==> src/rtl/pe_multicast_ctrl.sv <==
// Per-PE multicast controller: filters the tagged bus stream for this PE and
// paces ifmap/filter bursts into it. Optional DROP_COUNT_EN adds drop_count.
module pe_multicast_ctrl #(
    parameter int BITWIDTH        = 16,
    parameter int TAG_WIDTH       = 4,
    parameter int FILTER_SIZE     = 3,
    parameter int FIFO_ADDR_WIDTH = 2
) (
    input  logic                       clk,
    input  logic                       rstb,
    input  logic                       cfg_valid,
    input  logic [TAG_WIDTH-1:0]       cfg_id,
    input  logic                       in_valid,
    output logic                       in_ready,
    input  logic signed [BITWIDTH-1:0] in_data,
    input  logic [TAG_WIDTH-1:0]       in_tag,
    input  logic                       in_type,
    input  logic                       pe_ready,
    output logic                       ifmap_enable,
    output logic                       filter_enable,
    output logic signed [BITWIDTH-1:0] ifmap_out,
    output logic signed [BITWIDTH-1:0] filter_out,
`ifdef DROP_COUNT_EN
    output logic [7:0]                 drop_count,
`endif
    output logic                       burst_done
);

    localparam int DEPTH   = 1 << FIFO_ADDR_WIDTH;
    localparam int ENTRY_W = 1 + TAG_WIDTH + BITWIDTH;
    localparam int CNT_W   = $clog2(FILTER_SIZE + 1);
    localparam logic [CNT_W-1:0] FS_C = CNT_W'(FILTER_SIZE);

    typedef enum logic [1:0] {
        IDLE,
        LOAD,
        WAIT_BUSY,
        WAIT_READY
    } state_t;

    state_t state;

    logic [ENTRY_W-1:0]         mem [DEPTH];
    logic [FIFO_ADDR_WIDTH-1:0] wr_ptr;
    logic [FIFO_ADDR_WIDTH-1:0] rd_ptr;
    logic [FIFO_ADDR_WIDTH:0]   count;

    logic [TAG_WIDTH-1:0] my_id;
    logic [CNT_W-1:0]     ifmap_cnt;
    logic [CNT_W-1:0]     filter_cnt;

    logic                 full;
    logic                 empty;
    logic                 push;
    logic                 pop;
    logic                 pop_drop;
    logic                 pop_if;
    logic                 pop_fl;
    logic [ENTRY_W-1:0]   head;
    logic                 head_type;
    logic [TAG_WIDTH-1:0] head_tag;
    logic [BITWIDTH-1:0]  head_data;
    logic                 tag_match;
    logic                 if_full;
    logic                 fl_full;
    logic                 burst_full;

    // count only reaches DEPTH when full, so its MSB is the full flag
    assign full     = count[FIFO_ADDR_WIDTH];
    assign empty    = (count == '0);
    assign in_ready = !full;
    assign push     = in_valid && in_ready;

    assign head      = mem[rd_ptr];
    assign head_type = head[ENTRY_W-1];
    assign head_tag  = head[BITWIDTH +: TAG_WIDTH];
    assign head_data = head[BITWIDTH-1:0];
    assign tag_match = (head_tag == my_id) || (head_tag == '1);

    assign if_full    = (ifmap_cnt == FS_C);
    assign fl_full    = (filter_cnt == FS_C);
    assign burst_full = if_full && fl_full;

    always_comb begin
        pop_drop = 1'b0;
        pop_if   = 1'b0;
        pop_fl   = 1'b0;
        if (state == LOAD && !empty && !burst_full) begin
            priority case (1'b1)
                !tag_match:                        pop_drop = 1'b1;
                pe_ready && !head_type && !if_full: pop_if   = 1'b1;
                pe_ready && head_type && !fl_full:  pop_fl   = 1'b1;
                default: ;
            endcase
        end
    end

    assign pop = pop_drop || pop_if || pop_fl;

    always_ff @(posedge clk) begin
        if (push) begin
            mem[wr_ptr] <= {in_type, in_tag, in_data};
        end
    end

    always_ff @(posedge clk) begin
        if (rstb) begin
            wr_ptr <= '0;
            rd_ptr <= '0;
            count  <= '0;
        end else begin
            if (push) begin
                wr_ptr <= wr_ptr + 1'b1;
            end
            if (pop) begin
                rd_ptr <= rd_ptr + 1'b1;
            end
            if (push && !pop) begin
                count <= count + 1'b1;
            end else if (pop && !push) begin
                count <= count - 1'b1;
            end
        end
    end

    always_ff @(posedge clk) begin
        if (rstb) begin
            state         <= IDLE;
            my_id         <= '0;
            ifmap_cnt     <= '0;
            filter_cnt    <= '0;
            ifmap_enable  <= 1'b0;
            filter_enable <= 1'b0;
            ifmap_out     <= '0;
            filter_out    <= '0;
            burst_done    <= 1'b0;
        end else begin
            ifmap_enable  <= pop_if;
            filter_enable <= pop_fl;
            burst_done    <= 1'b0;
            if (pop_if) begin
                ifmap_out <= head_data;
                ifmap_cnt <= ifmap_cnt + CNT_W'(1);
            end
            if (pop_fl) begin
                filter_out <= head_data;
                filter_cnt <= filter_cnt + CNT_W'(1);
            end
            case (state)
                IDLE: begin
                    if (cfg_valid) begin
                        my_id <= cfg_id;
                        state <= LOAD;
                    end
                end
                LOAD: begin
                    if (burst_full) begin
                        burst_done <= 1'b1;
                        state      <= WAIT_BUSY;
                    end
                end
                WAIT_BUSY: begin
                    if (!pe_ready) begin
                        state <= WAIT_READY;
                    end
                end
                WAIT_READY: begin
                    if (pe_ready) begin
                        ifmap_cnt  <= '0;
                        filter_cnt <= '0;
                        state      <= LOAD;
                    end
                end
                default: state <= IDLE;
            endcase
        end
    end

`ifdef DROP_COUNT_EN
    always_ff @(posedge clk) begin
        if (rstb) begin
            drop_count <= '0;
        end else if (pop_drop && drop_count != 8'hFF) begin
            drop_count <= drop_count + 8'd1;
        end
    end
`endif

endmodule

==> config.mk <==
export PLATFORM = sky130hd
export DESIGN_NAME = pe_multicast_ctrl
export DESIGN_NICKNAME = d
export VERILOG_FILES = /design/src/rtl/pe_multicast_ctrl.sv
export SDC_FILE = /design/constraint.sdc
export NUM_CORES = 1
export LEC_CHECK = 0
export ABC_AREA = 1
export BUFFER_PORTS_ARGS = -buffer_cell sky130_fd_sc_hd__buf_4
export CAP_MARGIN = 20
export CELL_PAD_IN_SITES_DETAIL_PLACEMENT = 1
export CELL_PAD_IN_SITES_GLOBAL_PLACEMENT = 1
export CORE_MARGIN = 5
export CORE_UTILIZATION = 25
export CTS_BUF_LIST = sky130_fd_sc_hd__clkbuf_16
export CTS_CLUSTER_DIAMETER = 100
export DETAILED_ROUTE_END_ITERATION = 12
export GPL_TIMING_DRIVEN = 0
export PLACE_DENSITY = 0.54
export SLEW_MARGIN = 40
export SYNTH_ARGS = -nofsm -noshare
export SYNTH_HDL_FRONTEND = slang
export SYNTH_SLANG_ARGS = --single-unit
==> constraint.sdc <==
create_clock -name clk -period 2.98 [get_ports clk]
set_input_delay 0.149 -clock clk [delete_from_list [all_inputs] [get_ports clk]]
set_output_delay 0.149 -clock clk [all_outputs]
set_load 0.01 [all_outputs]
* Word-level counts from Yosys, hierarchy flattened
Memories as Yosys holds them, arrays and structs flattened. A register that Yosys moved wholly into a read port is not among the register bits.
Index checks and enable logic that the tools add are counted.
W data, S select, Z words.
** Storage, ports and cells
- Register bits after elaboration :: 52
- Input bits :: 30
- RAM bits :: 84
- Memories :: 1
- Word-level logic and storage cells :: 85
- Output and inout bits :: 36
** Memory list
- mem :: words 4, width 21, read ports 1, clocked after Yosys merged registers in 1, wr ports 1, RTL line 43 : logic [ENTRY_W-1:0] mem [DEPTH];
** Operators by class
- $add $sub $neg :: 6
- Muxes and demuxes :: 27
- Reductions and logical operators :: 27
- Equality and inequality tests :: 11
- Bitwise gates (word level) :: 1
** Operators with widths (number)
- $mux W2 :: 12
- $mux W1 :: 12
- $logic_and A1 B1 Y1 :: 10
- $add A2 B1 Y2 const B :: 4
- $eq A2 B2 Y1 const B :: 4
- $logic_not A1 Y1 :: 8
- $ne A2 B2 Y1 const B :: 4
- $pmux W2 S4 :: 1
- $mux W3 :: 2
- $eq A4 B4 Y1 :: 1
- $eq A4 B4 Y1 const B :: 1
- $reduce_and A4 Y1 :: 1
- $add A3 B1 Y3 const B :: 1
- $logic_not A3 Y1 :: 1
- $logic_or A1 B1 Y1 :: 3
- $sub A3 B1 Y3 const B :: 1
- $eq A2 B1 Y1 const B :: 1
- $logic_not A2 Y1 :: 1
- $reduce_and A2 Y1 :: 1
- $reduce_bool A2 Y1 :: 1
- $reduce_or A2 Y1 :: 1
- $not A1 Y1 :: 1

* Depth between registers and ports, before layout
Gate-level depths: netlist of run 1.
- Word-level depth :: 11
- Mapped depth :: 20
- Mapped depth without buffers :: 18

* Worst setup path before layout of run 1
OpenSTA, ideal clock, no wires.
- Path type :: reg2reg
- From :: register with a tool-made name
- To :: register count[2]
- Buffers on the path :: 2
- Setup slack :: 0.682 ns
- Required time :: 2.856 ns
- Arrival time :: 2.174 ns
- Cell stages (with the launch flop) :: 21
- Period minus slack after synthesis :: 2.298 ns
- Library setup time :: 0.124 ns
- Cells stage by stage :: dfxtp_1 > buf_6 > inv_6 > buf_8 > nand2_1 > nand3_1 > nand2_1 > nand2_1 > nand2_1 > nor2_1 > nand2_1 > nand3_1 > nand2_1 > inv_1 > ha_1 > inv_1 > fa_1 > a21oi_1 > o21ai_0 > o21ai_0 > a21oi_1
** RTL lines
- end signal, assigned :: RTL line 119 : count <= count + 1'b1;
- end signal, assigned :: RTL line 121 : count <= count - 1'b1;
- end, declared :: RTL line 46 : logic [FIFO_ADDR_WIDTH:0] count;

==> summary.md, run 1 <==
## Synth
- most instantiated flip-flop cell in the synthesis netlist: sky130_fd_sc_hd__edfxtp_1
- count of synthesis-stage warnings from yosys: 0
- Post-synth EDFFs: 84
- total of flip-flops plus latches after synthesis: 138
- average cell area after synthesis: 10.3 um^2
- async set or reset register ratio after synthesis: 0%
- synthesized area: 0.00557 mm^2
- sequential cell area fraction in the yosys report: 64.7%
- number of standard cells after synthesis: 540
- number of unique standard cell types used by synthesis: 27
- net count after synthesis: 582

## Route
- number of violations reported at the end of detailed-routing iteration 0: 137
- average routed wire per standard cell: 16.1 um
- total number of vias: 4066
- DRC violations left: 0
- Routed Antenna Nets: 0
- average vias per placed instance: 4.30
- total length of routed wires: 15200 um
- TritonRoute pass-1 iters: 4

## Global route
- total congestion overflow after global routing: 0
- maximum number of pins on one net before global-route repair: 17
- number of global-route vias before repair: 4330
- initial antenna violation count: 0
- combined global-route utilization of all metal layers: 12.2%
- wire length of the first global-routing pass: 24000 um

## Die
- number of top-level design ports: 66
- Initial Utilization: 25.5%
- width of the die: 159 um
- Floorplan Core Area: 0.0219 mm^2
- die extent in y: 159 um
- row count: 54
- floorplan die area: 0.0254 mm^2

## Clock tree
- largest buffer count on any clock path: 2
- TritonCTS clock tree: yes
- clk sink count: 138
- Inserted Clock Buffers: 17
- H-Tree Level Count: 4
- clock latency of the later-clocked register in the worst-skew pair: 0.42 ns
- Clock Pin Slew Worst Setup and Hold Paths: 0.06 ns
- CTS root buffer: sky130_fd_sc_hd__clkbuf_16

## STA
- worst max-slew margin expressed relative to the limit: 58.5%
- RSZ-0062 raised after global routing: no
- shortest period the worst path allows: 2.63 ns
- post-route clock skew: 0.00796 ns
- f_max: 380 MHz
- number of failing setup endpoints in the final timing report: 0
- Max Transition Viols Final: 0
- count of final hold-check violations: 0
- crit share post-route: 88.3%
- measured slew at the worst slew-check pin: 0.623 ns
- Total Neg Setup Slack: 0 ns

## Final layout
- diodes inserted: 0
- Net count, final: 695
- layout cell share with drive strength beyond 1: 19.8%
- area grow syn2layout: 33.3%

## Power
- power density over the cells: 830 mW/mm^2
- total chip power: 6160 uW
- leakage component of the power: 0.00305 uW
- Peak supply drop: 0.000400 V

## Place
- dpl hpwl: 11100 um
- IO buf count: 65
- final weighted congestion of routability-driven global placement: 0.764

## Job
- total of max-cap violations: 0

## Setup path
- classification of the worst setup path: reg -> reg
- critical path launch point type: flop
- Max Fanout on Critical Path: 10
- critical path data required time: 3.29 ns
- kind of end point of the critical path: flop
- data arrival time of the worst path: 2.94 ns

## Run status
- outcome: finished clean

## Hold path
- classification of the worst-slack hold path: in -> reg

kinds of logic after synthesis:
kind of cell	after synthesis	share of synthesized area [%]
DFF	138	64.7
AOI/OAI and AO/OA	84	9.45
buffers and inverters	74	6.33
xor gates and xnor gates	1	0.157
adders and majority gates	12	2.83
and+or+nand+nor	231	16.6
Yosys cell counts, types with 2 or more instances:
cell	instances	share of area, %
sky130_fd_sc_hd__dfxtp_1	54	19
sky130_fd_sc_hd__a21oi_2	7	1.1
sky130_fd_sc_hd__edfxtp_1	84	45
sky130_fd_sc_hd__buf_4	3	0.40
sky130_fd_sc_hd__a32o_1	16	2.9
sky130_fd_sc_hd__nand2_2	10	1.1
sky130_fd_sc_hd__clkbuf_1	10	0.67
sky130_fd_sc_hd__nand3_1	13	1.2
sky130_fd_sc_hd__a21oi_1	47	4.2
sky130_fd_sc_hd__inv_2	3	0.20
sky130_fd_sc_hd__nor3_1	2	0.18
sky130_fd_sc_hd__inv_1	47	3.2
sky130_fd_sc_hd__ha_1	11	2.5
sky130_fd_sc_hd__nor2_1	45	3.0
sky130_fd_sc_hd__buf_6	4	0.81
sky130_fd_sc_hd__nand3b_1	3	0.40
sky130_fd_sc_hd__o21ai_0	13	1.2
sky130_fd_sc_hd__nand2_1	158	11
sky130_fd_sc_hd__buf_1	2	0.13
state kept, by name (all words and copies together), names as in the netlist, named ones only:
signal / flops
wr_ptr: 2
filter_out: 16
state: 2
mem: 84
ifmap_cnt: 2
filter_cnt: 2
my_id: 4
ifmap_enable: 1
filter_enable: 1
rd_ptr: 2
count: 3
ifmap_out: 16
burst_done: 1
metrics by stage:
| step | cell area (um^2) | utilization [%] | worst slack, ns | std cells | hold slack [ns] |
|---|---|---|---|---|---|
| floorplan | 5570 | - | 0.682 | 540 | 0.221 |
| global placement | 6410 | 29.3 | 0.120 | 885 | 0.347 |
| detailed placement | 6550 | 29.9 | 0.308 | 889 | 0.352 |
| CTS | 7430 | 33.9 | 0.298 | 945 | 0.0250 |
| global route | 7430 | 33.9 | 0.0937 | 945 | 0.0601 |
| finish | 7430 | 33.9 | 0.349 | 945 | 0.0287 |
critical path, cell delays in order (launching register included):
cell                      delay [ns]
sky130_fd_sc_hd__dfxtp_1        0.46
sky130_fd_sc_hd__inv_2          0.16
sky130_fd_sc_hd__nand3_1        0.16
sky130_fd_sc_hd__nand2_1        0.10
sky130_fd_sc_hd__nand2_1        0.07
sky130_fd_sc_hd__nand2_1        0.05
sky130_fd_sc_hd__nor2_1         0.09
sky130_fd_sc_hd__nand2_1        0.11
sky130_fd_sc_hd__nand3_1        0.11
sky130_fd_sc_hd__nand2_1        0.11
sky130_fd_sc_hd__inv_1          0.08
sky130_fd_sc_hd__ha_1           0.13
sky130_fd_sc_hd__inv_1          0.06
sky130_fd_sc_hd__fa_1           0.38
sky130_fd_sc_hd__a21oi_1        0.14
sky130_fd_sc_hd__o21ai_0        0.11
sky130_fd_sc_hd__o21ai_0        0.16
sky130_fd_sc_hd__a21oi_1        0.05
final timing paths:
| kind | end | slack (ns) | cells past startpoint | startpoint |
|---|---|---|---|---|
| worst max register to register | count[2] | 0.35 | 17 | flop |
| worst min register to register | my_id[0] | 0.49 | 2 | my_id[0] |
| worst max-delay path | count[2] | 0.35 | 17 | flop |
| worst min-delay path | my_id[0] | 0.03 | 3 | cfg_id[0] |
repair_timing:
action | in CTS | in global routing
hold endpoints to repair | 91 | 0
setup endpoints to repair | 0 | 0
resized for setup | 0 | 0
hold buffers | 25 | 0
buffers inserted | 0 | 0
power by group:
part | switching (uW) | internal, uW | total [uW]
sequential | 99.7 | 2240 | 2340
combinational | 1010 | 561 | 1570
clock | 787 | 1470 | 2260
total | 1900 | 4270 | 6160
layer usage:
layer	GRT usage (%)	vias to the layer above	share of wire, %
met5	0	-	0
met4	5.20	0	1.9
met3	2.69	20	2.6
met2	21.4	56	51
met1	14.4	1979	44
li1	-	2011	-
cell type report:
| cell class | count | area, um^2 |
|---|---|---|
| repair buffers | 94 | 848 |
| well taps | 280 | 350 |
| multi-input cells | 328 | 1650 |
| fillers | 2476 | 14500 |
| flip-flops and latches | 138 | 3600 |
| inverters | 52 | 200 |
| plain buffers | 22 | 153 |
| clock inverters | 14 | 204 |
| clock buffers | 17 | 425 |
placed cells by master (no fill, tap or decap), types with 11 or more instances in the layout:
cell                              n
sky130_fd_sc_hd__dfxtp_1         54
sky130_fd_sc_hd__nand2_1        158
sky130_fd_sc_hd__o21ai_0         13
sky130_fd_sc_hd__dlygate4sd3_1   25
sky130_fd_sc_hd__inv_1           48
sky130_fd_sc_hd__ha_1            11
sky130_fd_sc_hd__clkbuf_16       17
sky130_fd_sc_hd__nand3_1         13
sky130_fd_sc_hd__buf_4           68
sky130_fd_sc_hd__a21oi_1         47
sky130_fd_sc_hd__nor2_1          41
sky130_fd_sc_hd__edfxtp_1        84
sky130_fd_sc_hd__a32o_1          16
No activity file was read; power rests on OpenSTA's default activity.
==> inputs of run 2 (changes only) <==
PLACE_DENSITY = 0.59   (was 0.54)
RECOVER_POWER = 25   (was default)
==> summary.md, run 2 (synthesis gave the netlist of run 1 again) <==
## Run status
- outcome: finished clean

## STA
- crit share post-route: 88.5%
- Max Transition Viols Final: 0
- number of failing setup endpoints in the final timing report: 0
- count of final hold-check violations: 0
- RSZ-0062 raised after global routing: no
- post-route clock skew: 0.0113 ns
- measured slew at the worst slew-check pin: 0.593 ns
- f_max: 379 MHz
- Min Hold Slack: 0.0553 ns
- worst max-slew margin expressed relative to the limit: 60.4%
- Worst Slack Setup Final: 0.342 ns
- shortest period the worst path allows: 2.64 ns
- Total Neg Setup Slack: 0 ns

## Clock tree
- clock latency of the later-clocked register in the worst-skew pair: 0.42 ns
- TritonCTS clock tree: yes
- H-Tree Level Count: 4
- Inserted Clock Buffers: 17
- largest buffer count on any clock path: 2
- clk sink count: 138
- CTS root buffer: sky130_fd_sc_hd__clkbuf_16
- Clock Pin Slew Worst Setup and Hold Paths: 0.07 ns
- number of setup buffers added after CTS: 0

## Global route
- initial antenna violation count: 0
- wire length of the first global-routing pass: 23300 um
- total congestion overflow after global routing: 0
- maximum number of pins on one net before global-route repair: 17
- combined global-route utilization of all metal layers: 11.6%
- number of global-route vias before repair: 4326

## Route
- average routed wire per standard cell: 15.5 um
- total number of vias: 4039
- total length of routed wires: 14600 um
- number of violations reported at the end of detailed-routing iteration 0: 157
- Routed Antenna Nets: 0
- DRC violations left: 0
- average vias per placed instance: 4.27
- TritonRoute pass-1 iters: 4

## Final layout
- diodes inserted: 0
- area grow syn2layout: 30.7%
- max reg flops: 84
- top library cells by usage in the layout, fill and taps aside: sky130_fd_sc_hd__nand2_1, sky130_fd_sc_hd__edfxtp_1, sky130_fd_sc_hd__dfxtp_1
- Finished Cell Area: 0.00728 mm^2
- FILL cells: 2459
- largest register by flop count: mem
- layout cell share with drive strength beyond 1: 18.2%
- leading cell type in the layout, fill and taps excluded: sky130_fd_sc_hd__nand2_1
- biggest regs: mem: 84 flops, filter_out: 16 flops, ifmap_out: 16 flops
- FF/Latch Area: 0.00360 mm^2
- Net count, final: 695
- multi-input gate area in the final layout: 0.00165 mm^2

## Setup path
- critical path data required time: 3.29 ns
- CP max stage cell: sky130_fd_sc_hd__fa_1
- classification of the worst setup path: reg -> reg
- most prevalent standard cell on the critical path: sky130_fd_sc_hd__nand2_1
- Max Fanout on Critical Path: 10
- delay of the slowest critical-path stage: 0.41 ns
- CP delay by family, top: simple AND/OR/NAND/NOR gates
- data arrival time of the worst path: 2.95 ns
- buffers and inverters on the worst path: 5
- kind of end point of the critical path: flop
- CP Cell Sequence: buf_6 > inv_6 > buf_8 > nand2_1 > nand3_1 > nand2_1 > nand2_1 > nand2_1 > nor2_1 > nand2_1 > nand3_1 > nand2_1 > inv_1 > ha_1 > inv_1 > fa_1 > a21oi_2 > o21ai_1 > o21ai_1 > a21oi_1
- critical path launch point type: flop

## Power
- share of power burned in the clock network: 34.0%
- Gate power share: 26.3%
- internal power contribution: 3900 uW
- part of the total power dissipated in sequential elements: 39.7%
- switching part of the total power: 33.9%
- Peak supply drop: 0.000342 V
- leakage component of the power: 0.00295 uW
- power density over the cells: 810 mW/mm^2
- sw power: 2000 uW

## Hold path
- classification of the worst-slack hold path: in -> reg

## Job
- total of max-cap violations: 0

## Place
- dpl hpwl: 10900 um
- IO buf count: 65
- worst setup timing slack at the placement stage: 0.254 ns
- Area after DPL: 0.00653 mm^2
- final weighted congestion of routability-driven global placement: 0.790

## Die
- row count: 54
- number of top-level design ports: 66
- width of the die: 159 um
- Initial Utilization: 25.5%
- Floorplan Core Area: 0.0219 mm^2
- floorplan die area: 0.0254 mm^2
- die extent in y: 159 um

[run 2: cell types whose count changed in the layout (fill, tap and decap cells not counted), sizes merged]
cell      change
buf          -17
bufinv        -5
clkbuf       +17
clkinv        -2
clkinvlp      -1
inv           +9
[run 2: stage by stage]
step | cells | total power (uW) | util (%)
after floorplan | 540 | 3350 | -
after global placement | 885 | 3800 | 29.3
after detailed placement | 889 | 3920 | 29.8
after CTS | 946 | 5970 | 33.5
after global routing | 946 | 6230 | 33.3
final | 946 | 5900 | 33.3
[run 2: layer usage]
metal  vias up  part of all wire, %  global-route usage (%)
li1       2016                    -                       -
met1      1942                   44                    13.8
met2        62                   52                    20.1
met3        19                  2.8                    2.41
met4         0                  1.5                    5.12
met5         -                    0                       0
[run 2: tightest hold or removal path, cell delays in order]
cell and delay, ns:
sky130_fd_sc_hd__buf_4 0.07, sky130_fd_sc_hd__o21ai_0 0.07, sky130_fd_sc_hd__a21oi_1 0.13
[run 2: power by group through the flow]
stage                     sequential (uW)  combinational (uW)  clock (uW)
after global routing                 2360                1740        2130
after floorplan                      2360                 992           0
after global placement               2370                1420           0
final                                2340                1550        2010
after CTS                            2340                1580        2050
after detailed placement             2380                1540           0
[run 2: layout make-up]
| class | count | area share [%] |
|---|---|---|
| buffer | 22 | 2.10 |
| clock buffer | 17 | 5.84 |
| timing repair buffer | 94 | 10.4 |
| clock inverter | 15 | 1.96 |
| tap | 280 | 4.81 |
| multi-input combinational | 328 | 22.6 |
| inverter | 52 | 2.75 |
| sequential | 138 | 49.5 |
[run 2: worst paths after layout]
check	slack, ns	cells past startpoint	from	endpoint
max	0.34	20	flop	count[2]
min	0.06	3	cfg_id[0]	my_id[0]
max reg2reg	0.34	20	flop	count[2]
min reg2reg	0.49	2	ifmap_out[2]	ifmap_out[2]
[run 2: repair_timing]
action	CTS	global route
endpoints found under the hold margin	91	0
endpoints found under the setup margin	0	1
hold buffers	25	0
gates resized for setup	0	4
